`src/rtl/serdes_pkg.sv`:
```
// Shared types and helpers for the serial register link receive path.
package serdes_pkg;

  typedef enum logic [1:0] {
    RX_IDLE   = 2'd0,
    RX_SHIFT  = 2'd1,
    RX_PARITY = 2'd2
  } rx_state_t;

  localparam int unsigned DEFAULT_WIDTH = 4;
  localparam int unsigned MAX_WIDTH     = 64;

  // Even parity (XOR reduction) of a word zero-extended to MAX_WIDTH bits.
  function automatic logic even_parity(input logic [MAX_WIDTH-1:0] v);
    return ^v;
  endfunction

endpackage

```
`src/rtl/sipo_shift_reg.sv`:
```
// Enable-gated serial-in/parallel-out shift register with synchronous clear.
// data_c is the register's next value: the shifted word when en=1, else the held word.
module sipo_shift_reg #(
  parameter int unsigned WIDTH     = 4,
  parameter int unsigned MSB_FIRST = 1
) (
  input  logic             clk,
  input  logic             clr,
  input  logic             en,
  input  logic             d,
  output logic [WIDTH-1:0] data_c
);

  logic [WIDTH-1:0] sreg;
  logic [WIDTH-1:0] shifted;

  // Shift direction is fixed at elaboration time.
  generate
    if (MSB_FIRST != 0) begin : g_msb
      assign shifted = {sreg[WIDTH-2:0], d};
    end else begin : g_lsb
      assign shifted = {d, sreg[WIDTH-1:1]};
    end
  endgenerate

  // Next-value mux shared by the register and the parallel consumer.
  always_comb begin
    data_c = sreg;
    if (en) data_c = shifted;
  end

  // Shift register state.
  always_ff @(posedge clk) begin
    if (clr) sreg <= '0;
    else     sreg <= data_c;
  end

endmodule

```
`src/rtl/serial_to_parallel_rx.sv`:
```
// Serial-to-parallel receiver: reassembles WIDTH-bit words from a qualified 1-bit stream
// into a one-entry valid/ready output buffer with sticky overrun.
// Optional feature macro: PARITY_CHECK_EN (adds an even-parity bit per frame).
module serial_to_parallel_rx
  import serdes_pkg::*;
#(
  parameter int unsigned WIDTH     = DEFAULT_WIDTH,
  parameter int unsigned MSB_FIRST = 1
) (
  input  logic             clk,
  input  logic             clr,
  input  logic             A,
  input  logic             A_valid,
  output logic [WIDTH-1:0] Y,
  output logic             Y_valid,
  input  logic             Y_ready,
  output logic             overrun,
  output logic             parity_err
);

  localparam int unsigned CNT_W = (WIDTH > 1) ? $clog2(WIDTH) : 1;

  rx_state_t        state_q, state_d;
  logic [CNT_W-1:0] cnt_q, cnt_d;
  logic             shift_en_c;
  logic             frame_done_c;
  logic [WIDTH-1:0] word_c;

  sipo_shift_reg #(
    .WIDTH     (WIDTH),
    .MSB_FIRST (MSB_FIRST)
  ) u_sreg (
    .clk    (clk),
    .clr    (clr),
    .en     (shift_en_c),
    .d      (A),
    .data_c (word_c)
  );

  // FSM and bit counter registers.
  always_ff @(posedge clk) begin
    if (clr) begin
      state_q <= RX_IDLE;
      cnt_q   <= '0;
    end else begin
      state_q <= state_d;
      cnt_q   <= cnt_d;
    end
  end

  // Next-state, counter and frame-complete decode; the first bit is taken leaving RX_IDLE.
  always_comb begin
    state_d      = state_q;
    cnt_d        = cnt_q;
    shift_en_c   = 1'b0;
    frame_done_c = 1'b0;
    case (state_q)
      RX_IDLE: begin
        if (A_valid) begin
          shift_en_c = 1'b1;
          cnt_d      = CNT_W'(1);
          state_d    = RX_SHIFT;
        end
      end
      RX_SHIFT: begin
        if (A_valid) begin
          shift_en_c = 1'b1;
          if (cnt_q == CNT_W'(WIDTH - 1)) begin
            cnt_d = '0;
`ifdef PARITY_CHECK_EN
            state_d = RX_PARITY;
`else
            state_d      = RX_IDLE;
            frame_done_c = 1'b1;
`endif
          end else begin
            cnt_d = cnt_q + CNT_W'(1);
          end
        end
      end
      RX_PARITY: begin
        if (A_valid) begin
          frame_done_c = 1'b1;
          state_d      = RX_IDLE;
        end
      end
      default: state_d = RX_IDLE;
    endcase
  end

  // Output buffer: load on frame complete if empty or draining, else drop and flag overrun.
  always_ff @(posedge clk) begin
    if (clr) begin
      Y          <= '0;
      Y_valid    <= 1'b0;
      overrun    <= 1'b0;
      parity_err <= 1'b0;
    end else if (frame_done_c) begin
      if (!Y_valid || Y_ready) begin
        Y       <= word_c;
        Y_valid <= 1'b1;
`ifdef PARITY_CHECK_EN
        parity_err <= even_parity(MAX_WIDTH'(word_c)) ^ A;
`else
        parity_err <= 1'b0;
`endif
      end else begin
        overrun <= 1'b1;
      end
    end else if (Y_valid && Y_ready) begin
      Y_valid <= 1'b0;
    end
  end

endmodule

```
`config.mk`:
```
export PLATFORM = sky130hd
export DESIGN_NAME = serial_to_parallel_rx
export DESIGN_NICKNAME = d
export VERILOG_FILES = /design/src/rtl/serdes_pkg.sv /design/src/rtl/sipo_shift_reg.sv /design/src/rtl/serial_to_parallel_rx.sv
export SDC_FILE = /design/constraint.sdc
export NUM_CORES = 1
export LEC_CHECK = 0
export ABC_AREA = 1
export BUFFER_PORTS_ARGS = -buffer_cell sky130_fd_sc_hd__buf_2
export CORE_UTILIZATION = 34
export CTS_CLUSTER_DIAMETER = 80
export DETAILED_ROUTE_END_ITERATION = 16
export PLACE_DENSITY = 0.5
export SLEW_MARGIN = 15
export SYNTH_ARGS = -nofsm -noshare
export SYNTH_HDL_FRONTEND = slang
export SYNTH_HIERARCHICAL = 1
export SYNTH_SLANG_ARGS = --single-unit
```
`constraint.sdc`:
```
create_clock -name clk -period 2.5 [get_ports clk]
set_input_delay 0 -clock clk [delete_from_list [all_inputs] [get_ports clk]]
set_output_delay 0 -clock clk [all_outputs]
set_load 0.02 [all_outputs]
```
# After elaboration in Yosys (flattened, before gate mapping)
# Index checks and enable logic that the tools add are counted.
op_classes:
  n_reduce_logical: 12
  add_sub_neg: 1
  mux: 17
  n_eq_ne: 8
  n_bitwise: 1
op_table:
  columns: ["cell", "n"]
  rows:
  - ["2-to-1 mux 2 bit", 6]
  - ["inequality test 2 bit, second input constant", 4]
  - ["2-to-1 mux 1 bit", 7]
  - ["case mux 2 bit (3 select lines)", 1]
  - ["AND reduction 2 bit", 3]
  - ["equality test 2 bit, second input constant", 2]
  - ["2-to-1 mux 4 bit", 1]
  - ["case mux 2 bit (2 select lines)", 1]
  - ["AND reduction 4 bit", 1]
  - ["nonzero test 2 bit", 2]
  - ["AND reduction 3 bit", 1]
  - ["adder 2 x 1 -> 2 bit, second input constant", 1]
  - ["equality test 2 x 1 -> 1 bit, second input constant", 1]
  - ["logical NOT 2 bit", 1]
  - ["inequality test 2 x 1 -> 1 bit, second input constant", 1]
  - ["case mux 1 bit (2 select lines)", 1]
  - ["OR reduction 2 bit", 1]
  - ["logical AND 1 bit", 1]
  - ["logical NOT 1 bit", 1]
  - ["logical OR 1 bit", 1]
  - ["NOT 1 bit", 1]
totals:
  wordCells: 45
  ff_bits: 14
  input_bits: 5

# Logic depth before layout (Yosys ltp)
logic_depth:
  ltp_word: 6
  mapped_depth: 8
  depth_no_buf: 8

# Cells and area by module
# The synthesis kept the hierarchy.
modules_own_cells:
  columns: ["module", "area_per_inst_um2", "cells_each", "seq_area_each_um2", "n_inst"]
  rows:
  - ["serial_to_parallel_rx", 387.9, 54, 180.2, 1]
  - ["sipo_shift_reg", 177.7, 30, 80.1, 1]

# Least setup slack after synthesis
# Ideal clock, no wire load.
synth_timing:
  path_type: "register -> register"
  startpoint: "register cnt_q[0]"
  endpoint: "register Y[0]"
  synth_period_minus_slack_ns: 0.964
  path_stages_with_launch: 7
  path_slack_ns: 1.536
  t_arrival_ns: 0.851
  setup_ns: 0.113
  t_required_ns: 2.387
  n_path_buf: 0
  cell_sequence: "dfxtp_1 > ha_1 > inv_1 > nor2_4 > nand3_1 > nand2_1 > nor2_1"
synth_between:
  elab_chain_cells: 5
synth_lines:
  columns: ["element", "line", "source"]
  rows:
  - ["start, declared", "serial_to_parallel_rx.sv:24", "logic [CNT_W-1:0] cnt_q, cnt_d;"]
  - ["start signal, assigned", "serial_to_parallel_rx.sv:47", "cnt_q <= cnt_d;"]
  - ["equality test 2 bit", "serial_to_parallel_rx.sv:68", "if (cnt_q == CNT_W'(WIDTH - 1)) begin"]
  - ["2-to-1 mux 1 bit", "serial_to_parallel_rx.sv:68", null]
  - ["2-to-1 mux 1 bit", "serial_to_parallel_rx.sv:66", "if (A_valid) begin"]
  - ["case mux 1 bit (2 select lines)", "serial_to_parallel_rx.sv:57", "case (state_q)"]
  - ["AND reduction 2 bit (no line)", null, null]
  - ["end signal, assigned", "serial_to_parallel_rx.sv:100", "Y <= word_c;"]
  - ["end, declared", "serial_to_parallel_rx.sv:14", "output logic [WIDTH-1:0] Y,"]
# No other way between the ends.
# A chain may end at the register's enable or synchronous reset.

# Worst setup path in the final report
layout_timing:
  startpoint: "register cnt_q[0]"
  endpoint: "register Y[2]"
# The elaborated chain is that of the path after synthesis.

==> impl_metrics.yaml <==
synthesis:
  ys_types: 14
  avgSynthCellArea_um2: 6.73
  synth_commonest_cells: "19 x nand2_1, 18 x inv_1, 15 x nor2_1"
  syn_inst: 84
  synth_edf_count: 0
  synth_area_leaders: "dfxtp_1 46%, nand2_1 13%, inv_1 12%"
  ys_ff_latch: 13
  synth.most_common_cell: "nand2_1"
  ys_warn_count: 6
  syn_area_um2: 566
  synth_top_cell_area_share_pct: 46.0
  yosysTopAreaCell: "dfxtp_1"
  synth_nets: 90
  ys_seq_area_share_pct: 46.0
  ys.flop_type: "dfxtp_1"
  async_flop_share_pct: 0
place:
  gp_congestion: 0.663
  place_hpwl_um: 708
  dpl_worst_slack_ns: 1.44
  post_dp_cell_area_um2: 628
  portBuffers: 10
grt:
  grt_pass1_wl_um: 1660
  grt_antenna_before_repair: 0
  grt_usage_pct: 12.2
  grt_max_degree: 13
  grt_overflow: 0
  grt_pass1_vias: 404
cts:
  clk_pin_slew_worst_paths_ns: 0.08
  cts_resized: 0
  post_cts_buffers: 0
  clk_path_buf_depth: 2
  cts_hold_repair.buffers: 0
  clockRootBuffer: "clkbuf_4"
  cts_buffers: 3
  htreeDepth: 1
  cts_tree: "done"
  cts.sinks: 13
  clkLatencyLatePin_ns: 0.27
power_and_ir_drop:
  ir_drop_uv: 215
  power.density_mw_per_mm2: 581
  leakagePower_nw: 0.354
worst_setup_path:
  start_kind: "register"
  end_kind: "register"
  critPathKind: "reg -> reg"
  reg2reg_depth: 6
  startpoint: "cnt_q[0]"
  critPathArrivalTime_ns: 1.24
  reg2reg_slack_ns: 1.43
  path_cells: "ha_1, inv_1, nor2_4, nand3_1, nand2_1, nor2_1"
  slowest_stage: "dfxtp_1"
  cp_max_fo: 7
  r2r_start: "cnt_q[0]"
  required_ns: 2.67
  crit_end: "Y[2]"
  timing.rr.end: "Y[2]"
  slowest_delay_ns: 0.35
timing:
  max_clock_freq_ghz: 0.932
  tns_ns: 0
  fin_crit_sh_pct: 42.9
  fin_ws_ns: 1.43
  setup_viol: 0
  skew_ns: 0.000556
  rsz0062_at_grt: "false"
  report.final.slew_viol_count: 0
  fin_crit_ns: 1.07
  hold_viol: 0
die:
  rows: 14
  die_area_mm2: 0.00183
  die_x_um: 42.8
  core_mm2: 0.00152
  initial_core_util_pct: 37.1
  num_io_pins: 12
  chipHeight_um: 42.8
route:
  drt-pass1-iter-count: 3
  routed_wl_um: 948
  vias: 486
  drt.antenna.violating_nets: 0
  drtIter0Drc: 6
  drc: 0
  wl_per_cell_um: 8.39
  viasPerCell: 4.30
cells_and_area:
  diodes: 0
  area_growth_pct: 15.7
  drive_gt1_share_pct: 16.5
  final_cell_area_um2: 654
  final_nets: 104
outcome:
  status: "finished clean"
min_path:
  hold_depth: 2
  hold_path.class: "in -> reg"
flow_run:
  cap_violations: 0
[kinds of logic after synthesis]
kind of cell               count (synthesis)  synth area share [%]
AOI/OAI and AO/OA                          4                  3.54
DFF                                       13                  46.0
adders and majority gates                  1                  2.21
other                                      1                 0.663
buffers and inverters                     20                  13.9
and+or+nand+nor                           45                  33.6
[worst max-delay path: cells and delay by family (launching register included)]
kind,cells,cell delay [ns]
fa+ha+maj,1,0.18
simple gates,4,0.38
buf+inv,1,0.07
flops,1,0.35
[layout by cell type (no fill, tap or decap), types with 2 or more instances in the layout]
master	count
a21oi_1	3
buf_2	10
clkbuf_4	3
dfxtp_1	13
inv_1	18
nand2_1	19
nand3_1	7
nor2_1	15
nor3_1	2
[report_power, final]
part	total, mW	switching [mW]	internal, mW	leakage [nW]
logic	0.0357	0.0232	0.0124	0.233
clock network	0.127	0.0651	0.0617	0.0150
registers	0.218	0.00367	0.214	0.106
total	0.380	0.0920	0.288	0.354
[layer usage]
metal	part of all wire [%]	vias up	track usage (%)
li1	-	273	-
met1	57	202	16.8
met2	38	9	16.1
met3	4.1	2	3.83
met4	0.95	0	7.50
met5	0	-	0
[registers in the layout, summed over array words and instances (netlist names)]
signal       cells
Y                4
cnt_q            2
Y_valid          1
overrun          1
state_q          1
u_sreg/sreg      4
[cell type report]
| cell class | instances | area, µm² |
|---|---|---|
| fillers | 168 | 870 |
| repair buffers | 10 | 50.0 |
| clock buffers | 4 | 26.3 |
| multi-input cells | 51 | 226 |
| well taps | 16 | 20.0 |
| inverters | 19 | 71.3 |
| flip-flops and latches | 13 | 260 |
[worst min-delay path by stage]
stage / startpoint / endpoint / slack (ns)
3_3_place_gp: clr / u_sreg/sreg[3] / 0.32
5_1_grt: clr / u_sreg/sreg[0] / 0.02
2_1_floorplan: clr / Y_valid / 0.07
3_5_place_dp: clr / overrun / 0.32
4_1_cts: clr / cnt_q[1] / 0.03
6_report: clr / cnt_q[1] / 0.03
[metrics by stage]
stage	instances	power (mW)	util, %	hold slack [ns]
6_report	113	0.380	42.9	0.0308
2_1_floorplan	84	0.248	-	0.0691
5_1_grt	113	0.410	42.9	0.0246
3_3_place_gp	109	0.259	41.2	0.318
3_5_place_dp	109	0.259	41.2	0.320
4_1_cts	113	0.391	42.9	0.0290
Note: power is estimated with default switching activity, not from simulation.
